File: src/rtl/relu_grad_pkg.sv
// Shared CNN definitions for the ReLU forward/backward pair.
// Holds the default word width and the sign-to-mask helper so the forward
// ReLU and its gradient gate agree that a zero activation counts as "pass".
package relu_grad_pkg;

   localparam int NUM_WIDTH_DEF  = 16;
   localparam int MASK_DEPTH_DEF = 1024;
   localparam int STATS_W        = 32;

   // A non-negative activation (sign bit clear, including zero) lets the gradient through.
   function automatic logic sign_to_pass(input logic sign_bit);
      return ~sign_bit;
   endfunction

endpackage

File: src/rtl/relu_mask_fifo.sv
// One-bit-wide synchronous FIFO holding the forward ReLU pass/block mask.
// Count is registered; the head bit is read combinationally so the gate
// can use it in the same cycle the gradient is accepted.
module relu_mask_fifo #(
   parameter  int DEPTH = 1024,
   localparam int AW    = $clog2(DEPTH)
) (
   input  logic        clk_i,
   input  logic        rst_i,
   input  logic        push_i,
   input  logic        wr_bit_i,
   input  logic        pop_i,
   output logic        rd_bit_o,
   output logic [AW:0] count_o
);

   logic [DEPTH-1:0] mem_q;
   logic [AW-1:0]    wr_ptr_q, wr_ptr_d;
   logic [AW-1:0]    rd_ptr_q, rd_ptr_d;
   logic [AW:0]      count_q,  count_d;

   // Advance pointers on push/pop; power-of-two depth makes them wrap for free.
   always_comb begin
      wr_ptr_d = wr_ptr_q;
      rd_ptr_d = rd_ptr_q;
      count_d  = count_q;
      if (push_i) wr_ptr_d = wr_ptr_q + 1'b1;
      if (pop_i)  rd_ptr_d = rd_ptr_q + 1'b1;
      case ({push_i, pop_i})
         2'b10:   count_d = count_q + 1'b1;
         2'b01:   count_d = count_q - 1'b1;
         default: count_d = count_q;
      endcase
   end

   // Pointer and occupancy registers, cleared by synchronous reset.
   always_ff @(posedge clk_i) begin
      if (rst_i) begin
         wr_ptr_q <= '0;
         rd_ptr_q <= '0;
         count_q  <= '0;
      end else begin
         wr_ptr_q <= wr_ptr_d;
         rd_ptr_q <= rd_ptr_d;
         count_q  <= count_d;
      end
   end

   // Mask storage; contents need no reset because the pointers define validity.
   always_ff @(posedge clk_i) begin
      if (push_i) mem_q[wr_ptr_q] <= wr_bit_i;
   end

   assign rd_bit_o = mem_q[rd_ptr_q];
   assign count_o  = count_q;

endmodule

File: src/rtl/relu_grad.sv
// Backward-pass ReLU gate: records forward activation signs in a bit FIFO and
// zeroes returning gradients whose forward value was negative.
// Optional statistics (zero_count_o / stats_clr_i) are enabled by defining
// RELU_GRAD_STATS_EN.
module relu_grad
   import relu_grad_pkg::*;
#(
   parameter  int NUM_WIDTH  = NUM_WIDTH_DEF,
   parameter  int MASK_DEPTH = MASK_DEPTH_DEF,
   localparam int MASK_AW    = $clog2(MASK_DEPTH)
) (
   input  logic                 clk_i,
   input  logic                 rst_i,
   input  logic                 bypass_i,
   input  logic                 fwd_valid_i,
   output logic                 fwd_ready_o,
   input  logic [NUM_WIDTH-1:0] fwd_data_i,
   input  logic                 grad_valid_i,
   output logic                 grad_ready_o,
   input  logic [NUM_WIDTH-1:0] grad_data_i,
   output logic                 dn_valid_o,
   input  logic                 dn_ready_i,
   output logic [NUM_WIDTH-1:0] dn_data_o,
`ifdef RELU_GRAD_STATS_EN
   output logic [STATS_W-1:0]   zero_count_o,
   input  logic                 stats_clr_i,
`endif
   output logic [MASK_AW:0]     mask_count_o
);

   localparam logic [MASK_AW:0] FULL_COUNT = (MASK_AW + 1)'(MASK_DEPTH);

   logic                 mask_bit;
   logic [MASK_AW:0]     mask_count;
   logic                 ofree;
   logic                 accept;
   logic                 push;
   logic                 pop;
   logic                 dn_valid_q, dn_valid_d;
   logic [NUM_WIDTH-1:0] dn_data_q,  dn_data_d;

   relu_mask_fifo #(
      .DEPTH (MASK_DEPTH)
   ) u_mask_fifo (
      .clk_i    (clk_i),
      .rst_i    (rst_i),
      .push_i   (push),
      .wr_bit_i (sign_to_pass(fwd_data_i[NUM_WIDTH-1])),
      .pop_i    (pop),
      .rd_bit_o (mask_bit),
      .count_o  (mask_count)
   );

   // Handshake: forward side stalls only on a full mask FIFO; the gradient side
   // waits for a free output slot and a mask that was written in an earlier cycle.
   always_comb begin
      ofree        = ~dn_valid_q | dn_ready_i;
      fwd_ready_o  = bypass_i | (mask_count != FULL_COUNT);
      grad_ready_o = ofree & (bypass_i | (mask_count != '0));
      accept       = grad_valid_i & grad_ready_o;
      push         = fwd_valid_i & fwd_ready_o & ~bypass_i;
      pop          = accept & ~bypass_i;
   end

   // Output slot: load the gated gradient on accept, hold while stalled, drain on ready.
   always_comb begin
      dn_valid_d = dn_valid_q;
      dn_data_d  = dn_data_q;
      if (accept) begin
         dn_valid_d = 1'b1;
         dn_data_d  = (bypass_i | mask_bit) ? grad_data_i : '0;
      end else if (dn_ready_i) begin
         dn_valid_d = 1'b0;
      end
   end

   // Output register with synchronous reset.
   always_ff @(posedge clk_i) begin
      if (rst_i) begin
         dn_valid_q <= 1'b0;
         dn_data_q  <= '0;
      end else begin
         dn_valid_q <= dn_valid_d;
         dn_data_q  <= dn_data_d;
      end
   end

   assign dn_valid_o   = dn_valid_q;
   assign dn_data_o    = dn_data_q;
   assign mask_count_o = mask_count;

`ifdef RELU_GRAD_STATS_EN
   logic               zero_event;
   logic [STATS_W-1:0] zero_count_q, zero_count_d;

   // Count gradients that were nonzero but blocked by the mask; clear wins, saturate at all-ones.
   always_comb begin
      zero_event   = pop & ~mask_bit & (grad_data_i != '0);
      zero_count_d = zero_count_q;
      if (stats_clr_i) begin
         zero_count_d = '0;
      end else if (zero_event && (zero_count_q != '1)) begin
         zero_count_d = zero_count_q + 1'b1;
      end
   end

   // Statistics register with synchronous reset.
   always_ff @(posedge clk_i) begin
      if (rst_i) begin
         zero_count_q <= '0;
      end else begin
         zero_count_q <= zero_count_d;
      end
   end

   assign zero_count_o = zero_count_q;
`endif

endmodule
File: config.mk
export PLATFORM = sky130hd
export DESIGN_NAME = relu_grad
export DESIGN_NICKNAME = d
export VERILOG_FILES = /design/src/rtl/relu_grad_pkg.sv /design/src/rtl/relu_mask_fifo.sv /design/src/rtl/relu_grad.sv
export SDC_FILE = /design/constraint.sdc
export NUM_CORES = 2
export LEC_CHECK = 0
export ABC_AREA = 0
export BUFFER_PORTS_ARGS = -buffer_cell sky130_fd_sc_hd__buf_2
export CORE_MARGIN = 1
export CORE_UTILIZATION = 30
export DETAILED_ROUTE_END_ITERATION = 8
export SETUP_SLACK_MARGIN = 0.02
export SLEW_MARGIN = 15
export SYNTH_ARGS = -nofsm -noshare
export SYNTH_HDL_FRONTEND = slang
export SYNTH_SLANG_ARGS = --single-unit
File: constraint.sdc
create_clock -name clk_i -period 13.7 [get_ports clk_i]
set_input_delay 1.37 -clock clk_i [delete_from_list [all_inputs] [get_ports clk_i]]
set_output_delay 1.37 -clock clk_i [all_outputs]
set_load 0.01 [all_outputs]
==> key figures <==
Outcome
  • Status: finished with violations
  • Failing checks: design-rule violations

Layout
  • Reg area: 31700 sq um
  • Commonest non-fill, non-tap cell in the layout: nor2_1
  • Inserted Diodes: 0
  • Share of cells above drive strength 1: 16.2%
  • Layout Utilization: around a third
  • Area of the multi-input gates: 13600 sq um
  • Area grow syn2layout: 12.4%
  • Most frequent cells in the layout: nor2_1, edfxtp_1, mux4_2
  • Layout Nets: 3342
  • Fill count: 15000

Power and ir drop
  • Peak supply drop: 93.6 uV
  • Pwr per Cell Area: 135 nW/um^2
  • Lkg Pwr: 15.1 nW

Setup path
  • Worst setup EP type: flip-flop
  • Crit path cell chain: buf_12 -> buf_4 -> mux4_2 -> mux2i_1 -> a211oi_1 -> o21ai_0 -> a211oi_1 -> o41ai_2 -> o22ai_2 -> a32o_1
  • WP buf/inv: 2
  • Startpoint types: flip-flop
  • Worst Path Required: 14.32 ns
  • Critical Path AT: 5.89 ns
  • Crit-path most repeated cell: a211oi_1
  • Cell family with the largest share of critical-path delay: compound AO/OA/AOI/OAI gates
  • Critical Path Max Stage Delay: approximately 0.77 ns
  • Slowest-stage cell, CP: dfxtp_4
  • Kind of critical path: reg -> reg
  • Reg2reg setup slack: about 8.4 ns
  • CP max FO: approximately 100

Placed design
  • RePlAce Congestion: between 0.8 and 0.9
  • IO buf count: 52
  • Detail Placement HPWL: 69.3 mm

Clocking
  • Root buf cell: clkbuf_16
  • Clock-pin slew on the worst setup and hold paths: 0.06 ns
  • Cts bufs inserted: 114
  • Post_cts resized: 0
  • Post-CTS Setup Repair Bufs: 0
  • Depth of the CTS H-tree: 3
  • CTS tree: yes
  • Deepest clock path buffer count: 3
  • Worst-Skew Late Latency: 0.71 ns
  • CTS sink cnt: 1072
  • CTS Hold Bufs: 0

STA
  • Total Neg Setup Slack: 0 ns
  • RSZ-0062 raised after global routing: no
  • # setup viols final: 0
  • Final period util: about two fifths
  • Maximum clock rate: 190 MHz
  • Clock Skew: 0.0336 ns
  • Minimum clock period: 5.27 ns
  • Least-Margin Pin Slew: 1.32 ns
  • Slew Limit Fails: 0
  • Slew HR: 12.0%
  • Final hold violation count: 0

Synth
  • Post-synth ARST share: 0%
  • Most used DFF post-synth: edfxtp_1
  • Cell Area, Synth: 46600 sq um
  • Yosys warns: 0
  • FF+latch count, synth: 1072
  • Cell variety after synth: between 60 and 70
  • Seq/Total Area, Yosys: between 60% and 70%
  • Mapped Nets: roughly 3400
  • Syn Inst Count: between 3000 and 4000
  • Avg Inst Size Synth: 13.9 sq um
  • Number of synthesized flops with an enable pin: between 1000 and 1500

Floorplanning
  • Total Die Area: 157000 sq um
  • # rows: approximately 140
  • Die H: 396 um
  • Starting Density: 30.2%
  • Top Ports: 68
  • Core box area: 154000 sq um
  • Die Wd: around 400 um

Route
  • Final routed wire length divided by cell count: 23.9 um
  • Met3 wire len: 12.2 mm
  • Vias per cell: 5.26
  • Post-route DRC: 28
  • Met1 WL: 53.7 mm
  • Drt total wl: 130 mm
  • Highest metal used: met5
  • Antenna viol nets, final: 0
  • Drt initial violations: 3912
  • DRT Pass-1 Iters: 8
  • Via Count: 28600
  • Met2 wire len: ~60 mm

Global routing
  • Global route overflow: 0
  • Tot GR Track Use: 16.2%
  • Vias in the first global route: 27500
  • Wire length of the first global-routing pass: roughly 190 mm
  • Largest net degree at the start of global routing: 285
  • Initial antenna violation count: 3

Job
  • Max-Cap Viols: 0

Hold path
  • Hold Path Class: reg -> reg
==> worst paths after layout <==
check / startpoint / endpoint / cells after the start
max: u_mask_fifo.rd_ptr_q[1] / dn_data_o[6] / 10
min: dn_data_o[15] / dn_data_o[15] / 1
max reg2reg: u_mask_fifo.rd_ptr_q[1] / dn_data_o[6] / 10
min reg2reg: dn_data_o[15] / dn_data_o[15] / 1
==> cells by family (layout without fill, tap and decap cells) <==
| kind of cell | count (synthesis) | in the layout | share of synthesized area (%) |
|---|---|---|---|
| and+or+nand+nor | 1324 | 1324 | 11.3 |
| buffers and inverters | 334 | 350 | 3.15 |
| adders and majority gates | 16 | 16 | 0.445 |
| AOI/OAI and AO/OA | 253 | 253 | 3.91 |
| muxes | 345 | 345 | 12.8 |
| xor gates and xnor gates | 23 | 23 | 0.432 |
| DFF | 1072 | 1072 | 68.0 |
==> power breakdown <==
part,internal [W],switching (W),total (W)
registers,0.00360,0.0000190,0.00362
clock network,0.00172,0.00129,0.00301
logic,0.000201,0.000251,0.000452
==> registers in the layout, indices dropped and copies added (netlist names) <==
name and count:
u_mask_fifo.mem_q 1024, dn_data_o 16, u_mask_fifo.count_o 11, u_mask_fifo.rd_ptr_q 10
u_mask_fifo.wr_ptr_q 10, dn_valid_o 1
==> metal layers <==
| layer | track usage [%] | vias to the layer above |
|---|---|---|
| met1 | 22.2 | 14800 |
| li1 | - | 12200 |
| met3 | 3.24 | 210 |
| met2 | 25.7 | 1305 |
| met5 | 0 | - |
| met4 | 4.86 | 2 |
==> area by class of cell <==
class | instances | share of cell area (%)
sequential | 1072 | 60.5
multi-input combinational | 1961 | 26.0
clock buffer | 151 | 5.87
tap | 2044 | 4.88
timing repair buffer | 125 | 1.65
clock inverter | 60 | 1.01
inverter | 14 | 0.107
==> synth_stat cells (13+ instances only) <==
library cell	n	area, sq um
nor2_1	1089	4090
edfxtp_1	1024	30700
clkbuf_1	245	920
mux4_2	197	4440
mux2i_1	138	1380
nand2_1	114	428
dfxtp_1	48	961
a21oi_1	46	230
a22oi_1	43	323
buf_2	36	180
o221ai_1	27	236
o22ai_1	25	156
nand3_1	22	110
o21ai_0	22	110
nor3_1	19	95.1
a211oi_1	17	128
a32o_1	17	170
buf_4	17	128
xnor2_1	16	140
ha_1	15	188
inv_1	13	48.8
==> per-stage QoR <==
| stage | area (sq um) | setup slack, ns | cells | hold WS, ns | power, W |
|---|---|---|---|---|---|
| finish | 52400 | 8.43 | 5427 | 0.460 | 0.00708 |
| global route | 52400 | 8.17 | 5427 | 0.472 | 0.00728 |
| CTS | 52300 | 8.43 | 5426 | 0.468 | 0.00712 |
| detailed placement | 48700 | 8.44 | 5215 | 0.454 | 0.00414 |
| global placement | 48700 | 8.48 | 5215 | 0.442 | 0.00414 |
| floorplan | 46600 | 3.77 | 3367 | 0.478 | 0.00408 |
Note: power is estimated with default switching activity, not from simulation.
